==> config.mk <==
export PLATFORM = sky130hd
export DESIGN_NAME = matram_lane_sequencer
export DESIGN_NICKNAME = d
export VERILOG_FILES = /design/src/rtl/matram_pkg.sv /design/src/rtl/matram_base_regfile.sv /design/src/rtl/matram_lane_sequencer.sv
export SDC_FILE = /design/constraint.sdc
export NUM_CORES = 1
export LEC_CHECK = 0
export ABC_AREA = 0
export CORE_ASPECT_RATIO = 0.8
export CORE_UTILIZATION = 49
export DETAILED_ROUTE_END_ITERATION = 16
export GPL_TIMING_DRIVEN = 0
export PLACE_DENSITY = 0.82
export REMOVE_ABC_BUFFERS = 1
export SYNTH_ARGS = -nofsm -noshare
export SYNTH_HDL_FRONTEND = slang
export SYNTH_SLANG_ARGS = --single-unit
==> constraint.sdc <==
create_clock -name clk -period 3.6 [get_ports clk]
set_input_delay 0.54 -clock clk [delete_from_list [all_inputs] [get_ports clk]]
set_output_delay 0.54 -clock clk [all_outputs]
set_load 0.02 [all_outputs]
==> src/rtl/matram_pkg.sv <==
// Shared types and defaults for the MatRAM lane sequencer and its base register file.
package matram_pkg;

  localparam int MATRAM_ADDR_W = 10;
  localparam int MATRAM_LEN_W  = 4;

  typedef enum logic [1:0] {
    IDLE   = 2'd0,
    ACTIVE = 2'd1,
    SYNC   = 2'd2
  } state_e;

  // Bit position of lane l inside a flat LANES*addr_w bus.
  function automatic int lane_slice(input int l, input int addr_w = MATRAM_ADDR_W);
    return l * addr_w;
  endfunction

endpackage

==> src/rtl/matram_base_regfile.sv <==
// Per-lane base address registers: one write port, flat read bus of all lanes.
module matram_base_regfile
  import matram_pkg::*;
#(
  parameter int LANES  = 4,
  parameter int ADDR_W = MATRAM_ADDR_W
) (
  input  logic                      clk,
  input  logic                      rst_n,
  input  logic                      i_we,
  input  logic [$clog2(LANES)-1:0]  i_sel,
  input  logic [ADDR_W-1:0]         i_wdata,
  output logic [LANES*ADDR_W-1:0]   o_base_flat
);

  logic [ADDR_W-1:0] r_base [LANES];

  // NOTE: this array is small and must read as zero after reset, so every entry is
  // cleared; a large RAM-style array would normally be left unreset.
  always_ff @(posedge clk or negedge rst_n) begin
    if (!rst_n) begin
      for (int l = 0; l < LANES; l++) r_base[l] <= '0;
    end else if (i_we) begin
      for (int l = 0; l < LANES; l++) begin
        if (i_sel == ($clog2(LANES))'(l)) r_base[l] <= i_wdata;
      end
    end
  end

  always_comb begin
    o_base_flat = '0;
    for (int l = 0; l < LANES; l++) o_base_flat[lane_slice(l, ADDR_W) +: ADDR_W] = r_base[l];
  end

endmodule

==> src/rtl/matram_lane_sequencer.sv <==
// Lock-step strided burst sequencer for the MatRAM lanes feeding the MAU, with a
// sync bubble after beat 0, stall hold and an end-of-burst done pulse.
module matram_lane_sequencer
  import matram_pkg::*;
#(
  parameter int LANES       = 4,
  parameter int ADDR_W      = MATRAM_ADDR_W,
  parameter int LEN_W       = MATRAM_LEN_W,
  parameter int SYNC_CYCLES = 1
) (
  input  logic                      clk,
  input  logic                      reset_n,
  input  logic                      set_address,
  input  logic [$clog2(LANES)-1:0]  lane_sel,
  input  logic [ADDR_W-1:0]         address_in,
  input  logic [ADDR_W-1:0]         stride,
  input  logic [LEN_W-1:0]          burst_len,
  input  logic                      mau_start,
  input  logic                      stall,
  output logic [LANES*ADDR_W-1:0]   address_out,
  output logic                      addr_valid,
  output logic                      busy,
  output logic                      done
);

  localparam int BUB_W = (SYNC_CYCLES > 2) ? $clog2(SYNC_CYCLES) : 1;

  state_e                   r_state;
  state_e                   w_next_state;
  logic [ADDR_W-1:0]        r_offset;
  logic [ADDR_W-1:0]        r_stride;
  logic [LEN_W-1:0]         r_len;
  logic [LEN_W-1:0]         r_beat;
  logic [BUB_W-1:0]         r_bubble;
  logic                     r_done;
  logic [LANES*ADDR_W-1:0]  w_base_flat;
  logic                     w_start;
  logic                     w_start_burst;
  logic                     w_accept;
  logic                     w_last;
  logic                     w_enter_sync;

  // Bases are frozen during a burst; a write in the start cycle lands before beat 0.
  matram_base_regfile #(
    .LANES  (LANES),
    .ADDR_W (ADDR_W)
  ) u_base_regfile (
    .clk         (clk),
    .rst_n       (reset_n),
    .i_we        (set_address && (r_state == IDLE)),
    .i_sel       (lane_sel),
    .i_wdata     (address_in),
    .o_base_flat (w_base_flat)
  );

  assign w_start       = (r_state == IDLE) && mau_start;
  assign w_start_burst = w_start && (burst_len != '0);
  assign w_accept      = (r_state == ACTIVE) && !stall;
  assign w_last        = w_accept && (r_beat == r_len - LEN_W'(1));
  assign w_enter_sync  = w_accept && !w_last && (r_beat == '0) && (SYNC_CYCLES > 0);

  always_ff @(posedge clk or negedge reset_n) begin
    if (!reset_n) r_state <= IDLE;
    else          r_state <= w_next_state;
  end

  // NOTE: default assignment first so every path assigns w_next_state and no latch is inferred.
  always_comb begin
    w_next_state = r_state;
    case (r_state)
      IDLE:    if (w_start_burst) w_next_state = ACTIVE;
      ACTIVE: begin
        if (w_last)            w_next_state = IDLE;
        else if (w_enter_sync) w_next_state = SYNC;
      end
      SYNC:    if (r_bubble == '0) w_next_state = ACTIVE;
      default: w_next_state = IDLE;
    endcase
  end

  always_comb begin
    addr_valid = (r_state == ACTIVE);
    busy       = (r_state != IDLE);
    done       = r_done;
  end

  always_ff @(posedge clk or negedge reset_n) begin
    if (!reset_n) begin
      r_offset <= '0;
      r_stride <= '0;
      r_len    <= '0;
      r_beat   <= '0;
      r_bubble <= '0;
      r_done   <= 1'b0;
    end else begin
      r_done <= (w_start && (burst_len == '0)) || w_last;
      if (w_start_burst) begin
        r_stride <= stride;
        r_len    <= burst_len;
        r_offset <= '0;
        r_beat   <= '0;
      end else if (w_last) begin
        r_offset <= '0;
        r_beat   <= '0;
      end else if (w_accept) begin
        r_offset <= r_offset + r_stride;
        r_beat   <= r_beat + LEN_W'(1);
      end
      // The bubble runs off the clock alone; stall does not extend it.
      if (w_enter_sync)                                  r_bubble <= BUB_W'(SYNC_CYCLES - 1);
      else if ((r_state == SYNC) && (r_bubble != '0))    r_bubble <= r_bubble - BUB_W'(1);
    end
  end

  // Lane addresses wrap modulo 2^ADDR_W; the carry is dropped by the sized sum.
  always_comb begin
    address_out = '0;
    for (int l = 0; l < LANES; l++) begin
      address_out[lane_slice(l, ADDR_W) +: ADDR_W] =
        w_base_flat[lane_slice(l, ADDR_W) +: ADDR_W] + r_offset;
    end
  end

endmodule

; ---- After elaboration in Yosys (flattened, before gate mapping)
; Index checks and enable logic that the tools add are counted.
[word_totals]
out_inout_bits = 43
reg_bits = 72
[op_classes]
mux = 13
reduce_logical = 25
add_sub_neg = 8
eq_ne = 9
[ops]
columns = cell, count
row1 = adder 10 bit, 5
row2 = 2-to-1 mux 10 bit, 3
row3 = 2-to-1 mux 4 bit, 3
row4 = logical AND 1 bit, 9
row5 = zero test 4 bit, 2
row6 = 2-to-1 mux 2 bit, 4
row7 = AND reduction 2 bit, 4
row8 = "equality test 2 bit, second input constant", 3
row9 = one-hot mux 2 bit (3 select lines), 1
row10 = "adder 4 x 1 -> 4 bit, second input constant", 1
row11 = "equality test 2 x 1 -> 1 bit, second input constant", 2
row12 = equality test 4 bit, 1
row13 = zero test 2 bit, 2
row14 = "!= test 2 bit, second input constant", 2
row15 = nonzero test 2 bit, 2
row16 = nonzero test 4 bit, 1
row17 = "subtractor 4 x 1 -> 4 bit, second input constant", 1
row18 = "!= test 3 x 1 -> 1 bit, second input constant", 1
row19 = AND reduction 3 bit, 1
row20 = nonzero test 3 bit, 1
row21 = zero test 1 bit, 2
row22 = 2-to-1 mux 1 bit, 2
row23 = logical OR 1 bit, 1
row24 = "subtractor 1 bit, second input constant", 1

; ---- Longest topological paths before layout
; Gate-level depths: netlist of the first run.
[depth]
word_depth = 9
depth_mapped = 9
mapped_depth_nobuf = 9

; ---- Hierarchy
; Synthesis of the first run repeated with hierarchy kept, for this count alone.
[hier_totals]
cells_unflattened = 463
area_unflattened_um2 = 4839.6
[modules_own_cells]
columns = module, cells_per_inst, instances, seq_area_each_um2, area_each_um2
row1 = matram_lane_sequencer, 376, 1, 800.8, 3241.9
row2 = matram_base_regfile, 87, 1, 1001.0, 1597.8

; ---- Least setup slack after synthesis of the first run
; No wires, ideal clock.
[synth_path]
path_type = register to output
start = reg r_offset[0]
end = out address_out[18]
arrival_ps = 2100
setup_slack_ps = 960
stages_incl_launch_ff = 8
n_path_buf = 0
required_time_ps = 3060
cell_sequence = dfrtp_1 -> ha_1 -> fa_1 -> a21o_1 -> a21oi_1 -> o21ai_0 -> o41ai_1 -> xnor2_1
[synth_between]
elab_chain_len = 1
[synth_rtl]
columns = element, line_no
row1 = start: declaration, matram_lane_sequencer.sv:30  ; logic [ADDR_W-1:0] r_offset;
row2 = start signal: assignment, matram_lane_sequencer.sv:106  ; r_offset <= r_offset + r_stride;
row3 = adder 10 bit, matram_lane_sequencer.sv:120  ; w_base_flat[lane_slice(l, ADDR_W) +: ADDR_W] + r_offset;
row4 = end: declaration, matram_lane_sequencer.sv:20  ; output logic [LANES*ADDR_W-1:0] address_out,
; No other way between the ends.

; ---- Worst setup path in the final report of the first run
[layout_path]
start = reg r_offset[1]
end = out address_out[39]
; Same word-level chain as after synthesis.

==> results of run 1 <==
[registers in the layout (all words and copies together), names as in the netlist]
name and flops:
done 1, r_beat 4, r_bubble 1, r_len 4
r_offset 10, r_state 2, r_stride 10, u_base_regfile.o_base_flat 40
[kinds of logic (layout without fill, tap and decap cells)]
kind of cell,after synthesis,in the layout
multiplexers,55,55
adder cells (fa/ha/maj),53,53
XOR/XNOR,47,47
AO/OA/AOI/OAI,95,95
buffers and inverters,22,104
flip-flops,72,72
AND/OR/NAND/NOR,88,88
[path summary, 6_finish.rpt]
path,cells after the start,endpoint,from
max reg2reg,5,r_offset[1],r_state[1]
min in group clk,1,u_base_regfile.o_base_flat[16],u_base_regfile.o_base_flat[16]
max in group asynchronous,1,r_offset[1],reset_n
max,8,address_out[39],r_offset[1]
min reg2reg,1,u_base_regfile.o_base_flat[16],u_base_regfile.o_base_flat[16]
min,1,r_stride[1],reset_n
[Yosys cell counts (all sizes together) (4+ instances only)]
cell type / instances / area share, %
dfrtp: 72 / 39
mux2: 54 / 13
ha: 48 / 13
nand2: 32 / 2.6
a21oi: 28 / 3.0
xnor2: 27 / 5.1
o21ai: 25 / 2.7
nor2: 23 / 1.9
xor2: 20 / 3.8
a21o: 15 / 2.5
inv: 15 / 1.2
nor3: 9 / 1.5
nand3: 8 / 0.86
o31ai: 6 / 0.97
fa: 5 / 2.2
buf: 4 / 0.51
o21a: 4 / 0.65
o41ai: 4 / 0.75
[worst max-delay path, delay by kind of cell (launching register included)]
family,cells,cell delay (ps)
xor+xnor,1,150
flops,1,510
buf+inv,1,640
compound gates,5,930
fa+ha+maj,1,330
[placed cells by master, fill, tap and decap left out, types with 3 or more instances in the layout]
cell type / synthesis / routed
sky130_fd_sc_hd__dfrtp_1: 72 / 71
sky130_fd_sc_hd__clkdlybuf4s50_1: 0 / 63
sky130_fd_sc_hd__mux2_2: 54 / 54
sky130_fd_sc_hd__ha_1: 48 / 48
sky130_fd_sc_hd__nand2_1: 32 / 32
sky130_fd_sc_hd__xnor2_1: 27 / 27
sky130_fd_sc_hd__a21oi_1: 28 / 25
sky130_fd_sc_hd__o21ai_0: 24 / 22
sky130_fd_sc_hd__nor2_1: 22 / 22
sky130_fd_sc_hd__xor2_1: 20 / 20
sky130_fd_sc_hd__inv_1: 14 / 14
sky130_fd_sc_hd__a21o_1: 14 / 14
sky130_fd_sc_hd__clkbuf_16: 0 / 9
sky130_fd_sc_hd__nand3_1: 8 / 8
sky130_fd_sc_hd__nor3_1: 7 / 7
sky130_fd_sc_hd__o31ai_1: 6 / 6
sky130_fd_sc_hd__fa_1: 5 / 5
sky130_fd_sc_hd__o21a_1: 4 / 4
sky130_fd_sc_hd__o41ai_2: 0 / 4
sky130_fd_sc_hd__a21oi_2: 0 / 3
sky130_fd_sc_hd__o21ai_1: 1 / 3
sky130_fd_sc_hd__a31oi_1: 3 / 3
sky130_fd_sc_hd__dlygate4sd2_1: 0 / 3
sky130_fd_sc_hd__dlymetal6s2s_1: 0 / 3
[cell type report]
class,count,share of cell area (%)
timing repair buffer,73,12.5
tap,115,2.47
inverter,15,0.965
clock buffer,10,4.09
clock inverter,6,1.16
sequential,72,30.9
multi-input combinational,338,48.0
[stage by stage]
step	TNS (ps)	setup slack, ps	hold WS (ps)
finish	0	144	333
global route	-4.05	-4.05	420
CTS	0	36.2	384
detailed placement	0	57.9	499
global placement	-32270	-452	491
floorplan	0	960	244
[repair_timing]
action / CTS / global route
gates resized for setup: 11 / 12
cloned: 0 / 0
endpoints found under the setup margin: 8 / 9
buffers inserted: 0 / 0
pin swaps: 0 / 1
[metal layers]
metal  GRT usage, %  vias to the layer above  share of wire (%)
li1               -                     1711                  -
met1           29.5                     1745                 46
met2           37.5                      100                 48
met3           5.29                       14                4.9
met4           7.64                        0                1.6
met5              0                        -                  0
==> impl_metrics.env, run 1 <==
export IMPL_slew_at_the_pin_closest_to_its_max_slew_limit_ps=931
export IMPL_synth_async_reset_ratio_pct=100
export IMPL_crit_path_cell_trace="ha_1 -> a21o_1 -> a21oi_2 -> o31ai_1 -> a21o_1 -> a21oi_1 -> xnor2_1 -> clkdlybuf4s50_1"
export IMPL_antennaDiodeCount=0
export IMPL_worstSetupPathType="reg -> out"
export IMPL_drtIter0Drc=213
export IMPL_multiInputGateArea_mm2=0.00280
export IMPL_postSynthAreaPerCell_um2=10.8
export IMPL_timing_critical_path_slowest_cell_delay_ps=640
export IMPL_clock_transition_at_the_register_clock_pins_on_the_worst_setup_and_hold_paths_after_cts_ps=60
export IMPL_period_share_pct=96.0
export IMPL_io_buffer_count=73
export IMPL_timing_reg2reg_setup_slack_ps=1240
export IMPL_die_height_um=89.1
export IMPL_worstSetupEndpointType="primary output"
export IMPL_tritoncts="done"
export IMPL_grt_remaining_overflow=0
export IMPL_setup_violations_final=0
export IMPL_final_setup_skew_ps=5.89
export IMPL_i_o_pins=74
export IMPL_wl_mm=10.6
export IMPL_stdcell_area_mm2=0.00584
export IMPL_max_slew_margin_rel_pct=37.7
export IMPL_worst_ep_required_time_ps=3060
export IMPL_regArea_mm2=0.00180
export IMPL_hold_class="in -> async"
export IMPL_route_detailed_wl_per_inst_um=16.9
export IMPL_die_w_um=111
export IMPL_ys_seq_elements=72
export IMPL_htreeDepth=3
export IMPL_finalNonFillerCells=629
export IMPL_post_synth_mux_area_share_pct=13.3
export IMPL_antenna_violations_before_repair=0
export IMPL_drc_violation_count_after_routing=0
export IMPL_maxSlewViolCount=0
export IMPL_largest_family_of_logic_cells_by_synthesized_area="adder cells"
export IMPL_synthesis_yosys_warnings=0
export IMPL_worst_skew_late_latency_ps=330
export IMPL_globalplace_congestion=0.826
export IMPL_crit_path_max_fanout=10
export IMPL_clk_path_buf_depth=2
export IMPL_compound_gate_fraction_of_synth_area_pct=12.7
export IMPL_die_area_mm2=0.00988
export IMPL_numCtsBuffers=9
export IMPL_clock_tree_root_cell="sky130_fd_sc_hd__clkbuf_16"
export IMPL_syn_area_mm2=0.00465
export IMPL_vias_per_cell=5.68
export IMPL_synth_sequential_area_ratio_pct=38.8
export IMPL_timing_critical_path_slowest_stage_cell="sky130_fd_sc_hd__clkdlybuf4s50_1"
export IMPL_number_of_synthesized_flops_with_an_enable_pin=0
export IMPL_core_mm2=0.00911
export IMPL_crit_path_start_kind="flop"
export IMPL_fp_row_count=31
export IMPL_place_area_mm2=0.00549
export IMPL_crit_top_cell="sky130_fd_sc_hd__a21o_1"
export IMPL_fill_cells=722
export IMPL_synthSimpleGateAreaFrac_pct=9.32
export IMPL_finish_net_count=593
export IMPL_worst_ep_arrival_time_ps=2920
export IMPL_post_synth_xor_area_fraction_pct=8.86
export IMPL_hold_buffers=0
export IMPL_min_period_ps=3460
export IMPL_maximum_number_of_pins_on_one_net_before_global_route_repair=73
export IMPL_dominantRegCellSynth="sky130_fd_sc_hd__dfrtp_1"
export IMPL_grt_first_pass_wirelength_mm=17.3
export IMPL_maxClockFrequency_ghz=0.289
export IMPL_grt_usage_pct=22.5
export IMPL_final_hold_violation_count=0
export IMPL_syn2layout_area_growth_pct=25.6
export IMPL_cts_sink_count=72
export IMPL_layout_cells_sized_above_1_pct=16.9
export IMPL_yosys_area_share_adder_pct=15.1
export IMPL_postSynthCellCount=432
export IMPL_place_inst=613
export IMPL_postLayoutCoreUtil_pct=64.0
export IMPL_run_status="finished, final reports clean"
export IMPL_maxCapViolCount=0
export IMPL_synth_distinct_cells=46
export IMPL_detailed_routing_iterations_pass_1=4
export IMPL_initial_utilization_pct=51.0
export IMPL_antenna_violating_nets_remaining=0
export IMPL_first_global_vias=3556
export IMPL_dp_hpwl_mm=7.78
export IMPL_detailroute_via_count=3570
Power of run 1 is not shown: default switching activity piles up to over one toggle a cycle in this logic, so the estimate is an artifact.
==> run 2: changes to the inputs <==
--- a/config.mk
+++ b/config.mk
@@ -6,12 +6,12 @@
 export NUM_CORES = 1
 export LEC_CHECK = 0
 export ABC_AREA = 0
-export CORE_ASPECT_RATIO = 0.8
 export CORE_UTILIZATION = 49
 export DETAILED_ROUTE_END_ITERATION = 16
 export GPL_TIMING_DRIVEN = 0
 export PLACE_DENSITY = 0.82
 export REMOVE_ABC_BUFFERS = 1
+export SLEW_MARGIN = 20
 export SYNTH_ARGS = -nofsm -noshare
 export SYNTH_HDL_FRONTEND = slang
 export SYNTH_SLANG_ARGS = --single-unit
==> impl_metrics.env, run 2 (synthesis gave the netlist of run 1 again) <==
export IMPL_route_detailed_wl_per_inst_um=16.7
export IMPL_crit_path_start_kind="flop"
export IMPL_numCtsBuffers=9
export IMPL_antenna_violations_before_repair=0
export IMPL_drtIter0Drc=143
export IMPL_clk_path_buf_depth=2
export IMPL_worst_r2r_cell_count=5
export IMPL_max_slew_margin_rel_pct=46.8
export IMPL_die_w_um=99.4
export IMPL_htreeDepth=3
export IMPL_crit_end="address_out[38]"
export IMPL_largest_reg_flops=40
export IMPL_maxCapViolCount=0
export IMPL_wl_mm=10.5
export IMPL_dp_hpwl_mm=8.07
export IMPL_timing_reg2reg_setup_slack_ps=1120
export IMPL_slew_at_the_pin_closest_to_its_max_slew_limit_ps=795
export IMPL_tritoncts="done"
export IMPL_worstSetupEndpointType="primary output"
export IMPL_timing_critical_path_from="r_offset[0]"
export IMPL_setup_violations_final=0
export IMPL_crit_path_max_fanout=6
export IMPL_core_mm2=0.00920
export IMPL_period_share_pct=96.8
export IMPL_die_area_mm2=0.00988
export IMPL_initial_utilization_pct=50.5
export IMPL_worst_ep_required_time_ps=3060
export IMPL_antenna_violating_nets_remaining=0
export IMPL_postLayoutCoreUtil_pct=63.0
export IMPL_worst_ep_arrival_time_ps=2950
export IMPL_cts_sink_count=72
export IMPL_total_negative_setup_slack_ps=0
export IMPL_r2r_start="r_state[1]"
export IMPL_maxSlewViolCount=0
export IMPL_mostFrequentLayoutCell="sky130_fd_sc_hd__dfrtp_1"
export IMPL_final_hold_violation_count=0
export IMPL_vias_per_cell=5.80
export IMPL_hold_class="in -> async"
export IMPL_finish_net_count=594
export IMPL_detailed_routing_iterations_pass_1=4
export IMPL_syn2layout_area_growth_pct=24.7
export IMPL_layout_cells_sized_above_1_pct=17.1
export IMPL_highest_count_cells_in_the_layout_ignoring_fill_and_taps="sky130_fd_sc_hd__dfrtp_1 (71), sky130_fd_sc_hd__clkdlybuf4s50_1 (63), sky130_fd_sc_hd__mux2_2 (54)"
export IMPL_place_inst=610
export IMPL_grt_first_pass_wirelength_mm=17.4
export IMPL_detailroute_via_count=3628
export IMPL_antennaDiodeCount=0
export IMPL_grt_usage_pct=22.4
export IMPL_rsz_0062_raised_after_global_routing="false"
export IMPL_i_o_pins=74
export IMPL_min_period_ps=3490
export IMPL_io_buffer_count=73
export IMPL_globalplace_congestion=0.891
export IMPL_clock_tree_root_cell="sky130_fd_sc_hd__clkbuf_8"
export IMPL_clock_transition_at_the_register_clock_pins_on_the_worst_setup_and_hold_paths_after_cts_ps=70
export IMPL_finalNonFillerCells=626
export IMPL_drc_violation_count_after_routing=0
export IMPL_grt_remaining_overflow=0
export IMPL_run_status="finished, final reports clean"
export IMPL_worstSetupPathType="reg -> out"
export IMPL_die_height_um=99.4
export IMPL_capture_instance_of_the_worst_register_to_register_path="r_offset[1]"
export IMPL_first_global_vias=3712
export IMPL_maximum_number_of_pins_on_one_net_before_global_route_repair=43
export IMPL_fp_row_count=35
export IMPL_worst_skew_late_latency_ps=350
export IMPL_maxClockFrequency_ghz=0.287
export IMPL_final_setup_skew_ps=6.41
[run 2: per-stage QoR]
stage / area (um^2) / hold slack [ps] / setup WS (ps)
detailed placement: 5500 / 495 / 117
finish: 5800 / 114 / 115
global route: 5800 / 140 / 6.29
global placement: 5480 / 493 / -424
floorplan: 4610 / 244 / 960
CTS: 5770 / 112 / 5.70
[run 2: worst min path at each step]
stage                                         from                             end  slack, ps  cells past startpoint
global placement    u_base_regfile.o_base_flat[25]  u_base_regfile.o_base_flat[25]        490                      1
finish                                     reset_n  u_base_regfile.o_base_flat[10]        110                      1
floorplan                                  reset_n                            done        240                      0
detailed placement                         reset_n  u_base_regfile.o_base_flat[11]        490                      1
CTS                                        reset_n  u_base_regfile.o_base_flat[11]        110                      1
global route                               reset_n  u_base_regfile.o_base_flat[11]        140                      1
[run 2: layout make-up]
cell class	instances	area, um^2
Sequential cell	72	1800
Clock buffer	11	141
Tap cell	111	139
Clock inverter	5	104
Multi-Input combinational cell	338	2800
Fill cell	729	3400
Inverter	15	56.3
Timing Repair Buffer	74	748
[run 2: repair_timing]
item,CTS,global route
buffers inserted,0,0
hold buffers,0,0
endpoints found under the setup margin,8,9
resized for setup,9,12
pin swaps,0,1
[run 2: critical path: stages, from the launching register on]
cell and delay, ps:
sky130_fd_sc_hd__dfrtp_1 470, sky130_fd_sc_hd__ha_1 280, sky130_fd_sc_hd__fa_1 400, sky130_fd_sc_hd__a21o_1 180, sky130_fd_sc_hd__a21oi_1 220, sky130_fd_sc_hd__o21ai_0 230, sky130_fd_sc_hd__o41ai_2 290, sky130_fd_sc_hd__xnor2_1 170
sky130_fd_sc_hd__dlygate4sd2_1 350
[run 2: routing by layer]
metal | GRT usage, % | routed length, um | vias to the layer above
li1 | - | - | 1710
met1 | 27.9 | 4550 | 1798
met2 | 39.9 | 5340 | 106
met3 | 4.01 | 442 | 14
met4 | 6.00 | 139 | 0
met5 | 0 | 0 | -
Power of run 2 is left out for the same reason.
==> run 3: changes to the inputs <==
--- a/config.mk
+++ b/config.mk
@@ -6,6 +6,7 @@
 export NUM_CORES = 1
 export LEC_CHECK = 0
 export ABC_AREA = 0
+export CAP_MARGIN = 10
 export CORE_UTILIZATION = 49
 export DETAILED_ROUTE_END_ITERATION = 16
 export GPL_TIMING_DRIVEN = 0
==> results of run 3 <==
Same layout as run 2: the final DEF is identical, and so are final timing and power.
Power of run 3 is left out for the same reason.
